[src/rtl/mem_bus_arbiter.sv]
// Shares one single-outstanding memory bus between the fetch port and the data port.
// Data wins by default; a run limit keeps fetch from starving; a watchdog bounds WAIT.
module mem_bus_arbiter #(
  parameter int MAX_DATA_RUN = 2,
  parameter int TIMEOUT      = 255
) (
  input  logic        clk,
  input  logic        rst,
  input  logic        inst_req,
  input  logic [31:0] inst_addr,
  output logic        inst_ok,
  output logic [31:0] inst_rdata,
  input  logic        data_req,
  input  logic        data_wr,
  input  logic [3:0]  data_wsel,
  input  logic [31:0] data_addr,
  input  logic [31:0] data_wdata,
  output logic        data_ok,
  output logic [31:0] data_rdata,
  output logic        inst_stall,
  output logic        data_stall,
  output logic        bus_req,
  output logic        bus_wr,
  output logic [3:0]  bus_wsel,
  output logic [31:0] bus_addr,
  output logic [31:0] bus_wdata,
  input  logic        bus_addr_ok,
  input  logic        bus_data_ok,
  input  logic [31:0] bus_rdata,
  output logic        bus_err
);

  typedef enum logic [1:0] {IDLE, ADDR, WAIT, RESP} state_t;

  typedef struct packed {
    logic [31:0] addr;
    logic [31:0] wdata;
    logic        wr;
    logic [3:0]  wsel;
  } busReq_t;

  localparam int               RUN_W      = $clog2(MAX_DATA_RUN + 1);
  localparam logic [RUN_W-1:0] RUN_MAX    = RUN_W'(MAX_DATA_RUN);
  localparam logic [7:0]       WDOG_LIMIT = 8'(TIMEOUT);

  state_t           state;
  logic             ownerData;
  busReq_t          hold;
  logic [RUN_W-1:0] dataRun;
  logic [7:0]       wdog;
  logic [7:0]       wdogNext;
  logic             starve;
  logic             grantInst;
  logic             anyReq;
  busReq_t          reqInst;
  busReq_t          reqData;

  // A request whose ok is pulsing this cycle is the one just answered, not a new one;
  // this matters when a watchdog abort lands the ok pulse in IDLE.
  assign inst_stall = inst_req & ~inst_ok;
  assign data_stall = data_req & ~data_ok;

  assign starve    = inst_req && (dataRun == RUN_MAX);
  assign anyReq    = inst_stall | data_stall;
  assign grantInst = inst_stall & (~data_stall | starve);

  assign reqInst = '{addr: inst_addr, wdata: 32'h0, wr: 1'b0, wsel: 4'h0};
  assign reqData = '{addr: data_addr, wdata: data_wdata, wr: data_wr, wsel: data_wsel};

  assign bus_addr  = hold.addr;
  assign bus_wdata = hold.wdata;
  assign bus_wr    = hold.wr;
  assign bus_wsel  = hold.wsel;

  assign wdogNext = wdog + 8'd1;

  always_ff @(posedge clk or negedge rst) begin
    if (!rst) begin
      state      <= IDLE;
      ownerData  <= 1'b0;
      hold       <= '0;
      bus_req    <= 1'b0;
      dataRun    <= '0;
      wdog       <= '0;
      inst_ok    <= 1'b0;
      data_ok    <= 1'b0;
      inst_rdata <= '0;
      data_rdata <= '0;
      bus_err    <= 1'b0;
    end else begin
      inst_ok <= 1'b0;
      data_ok <= 1'b0;
      bus_err <= 1'b0;
      unique case (state)
        IDLE: begin
          if (grantInst || !inst_req)
            dataRun <= '0;
          else if (data_stall && dataRun != RUN_MAX)
            dataRun <= dataRun + RUN_W'(1);
          if (anyReq) begin
            ownerData <= ~grantInst;
            hold      <= grantInst ? reqInst : reqData;
            bus_req   <= 1'b1;
            state     <= ADDR;
          end
        end
        ADDR: begin
          if (bus_addr_ok) begin
            bus_req <= 1'b0;
            wdog    <= '0;
            state   <= WAIT;
          end
        end
        WAIT: begin
          if (bus_data_ok) begin
            if (ownerData) begin
              data_rdata <= bus_rdata;
              data_ok    <= 1'b1;
            end else begin
              inst_rdata <= bus_rdata;
              inst_ok    <= 1'b1;
            end
            state <= RESP;
          end else if (wdogNext == WDOG_LIMIT) begin
            // abort: answer the owner with zero data so the pipeline unblocks
            bus_err <= 1'b1;
            wdog    <= '0;
            if (ownerData) begin
              data_rdata <= '0;
              data_ok    <= 1'b1;
            end else begin
              inst_rdata <= '0;
              inst_ok    <= 1'b1;
            end
            state <= IDLE;
          end else begin
            wdog <= wdogNext;
          end
        end
        RESP: state <= IDLE;
        default: state <= IDLE;
      endcase
    end
  end

endmodule

[config.mk]
export PLATFORM = sky130hd
export DESIGN_NAME = mem_bus_arbiter
export DESIGN_NICKNAME = d
export VERILOG_FILES = /design/src/rtl/mem_bus_arbiter.sv
export SDC_FILE = /design/constraint.sdc
export NUM_CORES = 1
export LEC_CHECK = 0
export CAP_MARGIN = 20
export CORE_AREA = 3 3 106 108
export CTS_BUF_LIST = sky130_fd_sc_hd__clkbuf_8
export CTS_CLUSTER_SIZE = 30
export DETAILED_ROUTE_END_ITERATION = 10
export DIE_AREA = 0 0 109 111
export DONT_BUFFER_PORTS = 1
export PLACE_DENSITY_LB_ADDON = 0.05
export SLEW_MARGIN = 20
export SYNTH_ARGS = -nofsm -noshare
export SYNTH_HDL_FRONTEND = slang
export SYNTH_SLANG_ARGS = --single-unit
[constraint.sdc]
create_clock -name clk -period 2.71 [get_ports clk]
set_clock_uncertainty 0.2 [all_clocks]
set_input_delay 0.813 -clock clk [delete_from_list [all_inputs] [get_ports clk]]
set_output_delay 0.813 -clock clk [all_outputs]
set_load 0.1 [all_outputs]
==> results of run 1 <==
==> placed cells by master (no fill, tap or decap), types with 2 or more instances in the layout <==
master       n
inv_1       11
nand2_1     44
nor2_1       4
buf_12       8
nand2b_1     5
or3_1        2
a32o_1       2
a21oi_1      4
o211ai_4     2
bufinv_16    5
xor2_1       2
o21ai_0     40
clkinv_2     3
dfrtp_1    150
a31oi_1      3
inv_6        3
nand3_1      7
clkbuf_8    17
a22o_1     103
ha_1         3
nor2_2       3
nand4b_1     2
mux2i_1     32
buf_4      142
inv_2        2
and2_1       2
==> per-layer routing <==
| metal | share of wire, % | global-route usage, % |
|---|---|---|
| met2 | 51 | 43.4 |
| met3 | 9.8 | 9.84 |
| met5 | 0 | 0 |
| met1 | 37 | 29.0 |
| met4 | 2.1 | 9.51 |
==> flip-flops by register name, indices dropped and copies added, names as in the netlist <==
register and cells:
data_rdata 32, dataRun 2, bus_req 1, ownerData 1
inst_ok 1, bus_wdata 32, state 2, bus_err 1
data_ok 1, bus_wr 1, inst_rdata 32, bus_addr 32
wdog 8, bus_wsel 4
==> final cells by class <==
cell class	instances	area, µm²	share of cell area [%]
Inverter	11	41.3	0.541
Clock buffer	17	234	3.06
Timing Repair Buffer	150	1230	16.1
Multi-Input combinational cell	274	2000	26.2
Tap cell	136	170	2.23
Clock inverter	14	206	2.70
Sequential cell	150	3750	49.2
==> stage by stage <==
step	cells	util, %	hold WS [ns]
global placement	721	69.7	0.267
global route	752	74.0	-0.181
detailed placement	721	69.7	0.279
floorplan	467	-	0.291
finish	752	74.0	-0.128
CTS	752	74.0	-0.157
==> kinds of logic after synthesis <==
| group | share of synthesized area [%] |
|---|---|
| buffers and inverters | 3.65 |
| DFF | 63.0 |
| xor gates and xnor gates | 0.441 |
| and+or+nand+nor | 5.94 |
| muxes | 5.38 |
| AOI/OAI and AO/OA | 20.9 |
| adders and majority gates | 0.630 |
==> worst reg2reg max path, stage by stage (launching register included) <==
cell and delay [ns]:
dfrtp_1 0.44, ha_1 0.27, xnor2_1 0.14, or4_4 0.54, a21oi_4 0.22, o211ai_4 0.11, buf_12 0.18, a22o_1 0.27
==> worst paths after layout <==
path	endpoint	slack [ns]	cells after the start
max in group asynchronous	bus_addr[28]	2.26	0
setup reg to reg	inst_rdata[3]	0.23	7
min in group clk	bus_addr[24]	0.29	2
hold reg to reg	bus_addr[24]	0.29	2
setup / recovery	inst_rdata[3]	0.23	7
hold / removal	inst_rdata[26]	-0.13	0
==> what timing repair did <==
item	CTS	global route
endpoints found under the hold margin	150	150
endpoints found under the setup margin	0	0
resized for setup	0	0
==> flow_summary.toml, run 1 <==
[floorplanning]
initial_core_util_pct = 57.7
core-area_um2 = 10300
io_pins = 278
die_y_um = 111
die-area_um2 = 12100
die_x_um = 109
num_rows = 37

[setup_path]
slowest_delay_ns = 0.54
crit_start = "wdog[0]"
cp_slowest_cell = "or4_4"
r2r_start = "wdog[0]"
worst_ep_required_time_ns = 2.83
cp.arrival_ns = 2.60
worstSetupStartpointType = "flip-flop"
cp_num_buf_inv = 1
worstSetupEndpointType = "flip-flop"
worstSetupPathType = "flip-flop to flip-flop"
path_cells = "ha_1, xnor2_1, or4_4, a21oi_4, o211ai_4, buf_12, a22o_1"
crit_family = "compound AO/OA/AOI/OAI gates"
cp_max_fo = 33

[run]
cap_violations = 0

[yosys]
synthTopCellsByCount = "150 x dfrtp_1, 103 x a22o_1, 45 x nand2_1"
ys.warnings.count = 0
synth.most_common_cell = "dfrtp_1"
synthArstFlopShare_pct = 100
syn_nets = 609
synth_area_leaders = "dfrtp_1 63%, a22o_1 15%, mux2i_1 5.4%"
syn_avg_cell_area_um2 = 12.8
yosys.area.top_type_share_pct = 63.0
synth-edff-count = 0
synth_cell_types = 34
yosys.area.top_type = "dfrtp_1"
ys_dominant_reg_cell = "dfrtp_1"
netlist_instances = 467
synth_seq_area_share_pct = 63.0
synth_seq_cells = 150
netlist_area_um2 = 5960

[finish]
fill_cells = 733
antenna-diode-count = 0
drive_gt1_share_pct = 31.3
nets = 746
syn2layout_area_growth_pct = 28.2
final_cell_area_um2 = 7630

[detailed_routing]
drcViolationCount = 0
routed_wl_mm = 15.3
drt_iter0_markers = 228
vias = 4248
antenna_left = 0
firstDrtPassIters = 6
wire_per_inst_um = 20.3
viasPerCell = 5.65

[clocking]
insertion_delay_ns = 0.43
cts-buffers-inserted = 17
postCtsSetupRepairBufs = 0
clock-sinks = 150
cts_tree = "done"
clk_pin_slew_ns = 0.08
root_buffer = "clkbuf_8"
clockBufferDepth = 2
htreeDepth = 4

[sta]
maxClockFrequency_mhz = 403
layout_min_cycle_time_ns = 2.48
rsz0062_at_grt = "no"
tns_ns = 0
setup_viol = 0
finalCritPeriodShare_pct = 91.6
finalHoldViolCount = 150
drv_slew = 0
worst_pin_slew_ns = 0.684
hold_slack_ns = -0.128
max-slew-margin-rel_pct = 54.1
setup_ws_ns = 0.228

[min_path]
hp-class = "primary input to async pin"

[place]
place.gp.congestion = 0.835
placed_area_um2 = 7190
pre_cts_slack_ns = 0.254
port_buffers = 0
dp_hpwl_mm = 11.1

[global_routing]
grt_start_max_net_pins = 151
grt_pass1_wl_mm = 23.6
antenna_found_initial = 0
grt.overflow.total = 0
grtUsageTotal_pct = 25.6
grt_pass1_vias = 4482

[outcome]
violations = "hold timing"
status = "finished, violations left"
Power of run 1 is left out: the tool's default activity adds up to more than one toggle a clock period on the data nets, which glitch-free logic cannot reach.
==> run 2: changes to the inputs <==
--- a/config.mk
+++ b/config.mk
@@ -6,11 +6,12 @@
 export NUM_CORES = 1
 export LEC_CHECK = 0
 export CAP_MARGIN = 20
-export CORE_AREA = 3 3 106 108
+export CORE_MARGIN = 3
+export CORE_UTILIZATION = 28
 export CTS_BUF_LIST = sky130_fd_sc_hd__clkbuf_8
+export CTS_CLUSTER_DIAMETER = 150
 export CTS_CLUSTER_SIZE = 30
 export DETAILED_ROUTE_END_ITERATION = 10
-export DIE_AREA = 0 0 109 111
 export DONT_BUFFER_PORTS = 1
 export PLACE_DENSITY_LB_ADDON = 0.05
 export SLEW_MARGIN = 20
==> run 2 against run 1 <==
The flow still finishes with violations (hold timing). Sequential share of layout area is 0.60 points lower. Non-clock buffer count is 3 lower. Final cell count is 18% higher. Critical path depth stayed put. Clock-buffer cell count is 2 higher. Setup slack better by 0.026 ns. Flip-flop and latch count stayed put. Routed wire length is 8.5% higher. Cell area is 1.2% higher. Maximum frequency is 1.1% higher. Highest routed layer unchanged.
==> flow_summary.toml, run 2 (same netlist as run 1, synthesis figures left out) <==
[outcome]
status = "finished, violations left"
violations = "hold timing"

[clocking]
clockBufferDepth = 2
htreeDepth = 4
cts_resized = 0
clk_pin_slew_ns = 0.09
insertion_delay_ns = 0.43
root_buffer = "clkbuf_8"
cts-buffers-inserted = 17
cts_tree = "done"
clock-sinks = 150
postCtsSetupRepairBufs = 0

[sta]
finalHoldViolCount = 150
hold_slack_ns = -0.140
max-slew-margin-rel_pct = 57.7
drv_slew = 0
layout_min_cycle_time_ns = 2.46
worst_pin_slew_ns = 0.630
rsz0062_at_grt = "no"
maxClockFrequency_mhz = 407
tns_ns = 0
finalCritPeriodShare_pct = 90.6
setup_viol = 0

[finish]
final_common_cell = "dfrtp_1"
multi_input_area_um2 = 2010
syn2layout_area_growth_pct = 29.7
seqCellArea_um2 = 3750
fill_cells = 2072
layout_common_cells = "150 x dfrtp_1, 139 x buf_4, 103 x a22o_1, 44 x nand2_1, 40 x o21ai_0"
stdcell_count = 884
nets = 743
drive_gt1_share_pct = 31.3
final_cell_area_um2 = 7730
antenna-diode-count = 0

[setup_path]
rr_endpoint = "inst_rdata[1]"
worstSetupPathType = "flip-flop to flip-flop"
crit_family = "simple AND/OR/NAND/NOR gates"
rrSetupSlack_ns = 0.25
worstSetupStartpointType = "flip-flop"
r2r_start = "wdog[0]"
cp_num_buf_inv = 1
r2r_cells = 7
cp.arrival_ns = 2.58
slowest_delay_ns = 0.55
cp_slowest_cell = "or4_4"
worst_ep_required_time_ns = 2.83
cp_max_fo = 33
path_cells = "ha_1, xnor2_1, or4_4, a21oi_4, o211ai_4, buf_12, a22o_1"
worstSetupEndpointType = "flip-flop"

[global_routing]
top_usage_layer = "met2"
antenna_found_initial = 0
grt.overflow.total = 0
grt_pass1_wl_mm = 26.2
grt_start_max_net_pins = 151
grt_util_met2_pct = 22.4
grtUsageMet3_pct = 6.17
grtUsageTotal_pct = 14.3
grt_pass1_vias = 4302
use_met1_pct = 18.0

[detailed_routing]
viasPerCell = 4.79
drcViolationCount = 0
drt_iter0_markers = 197
antenna_left = 0
firstDrtPassIters = 4
routed_wl_mm = 16.6
vias = 4237
wire_per_inst_um = 18.8

[floorplanning]
initial_core_util_pct = 29.0
io_pins = 278
die-area_um2 = 23100
die_x_um = 152
num_rows = 52
core-area_um2 = 20600
die_y_um = 152

[place]
placed_area_um2 = 7340
dp_cells = 852
place.gp.congestion = 0.738
dp_hpwl_mm = 11.5
port_buffers = 0

[min_path]
hp-class = "primary input to async pin"

[run]
cap_violations = 0
-- run 2: per-stage QoR --
step / setup WS (ns) / util [%]
after detailed placement: 0.258 / 35.7
after global routing: 0.137 / 37.6
after floorplan: 0.0343 / -
after CTS: 0.240 / 37.6
after global placement: 0.293 / 35.7
final: 0.254 / 37.6
-- run 2: area by class of cell --
cell class	count	area share [%]
inverters	11	0.534
multi-input cells	274	26.0
clock inverters	13	1.59
clock buffers	19	3.38
well taps	270	4.37
repair buffers	147	15.6
flip-flops and latches	150	48.6
-- run 2: how the worst max path moves through the flow --
stage,start,endpoint,slack (ns),cells after the start
after floorplan,inst_ok,inst_stall,0.03,2
after global placement,wdog[0],inst_rdata[8],0.29,7
after detailed placement,wdog[0],inst_rdata[1],0.26,7
after CTS,wdog[0],inst_rdata[1],0.24,7
after global routing,wdog[0],inst_rdata[14],0.14,7
final,wdog[0],inst_rdata[1],0.25,7
-- run 2: routing by layer --
metal / share of wire [%] / vias to the layer above
met1: 42 / 2052
met5: 0 / -
met2: 47 / 187
li1: - / 1985
met4: 1.3 / 0
met3: 9.6 / 13
Power of run 2 is left out for the same reason.
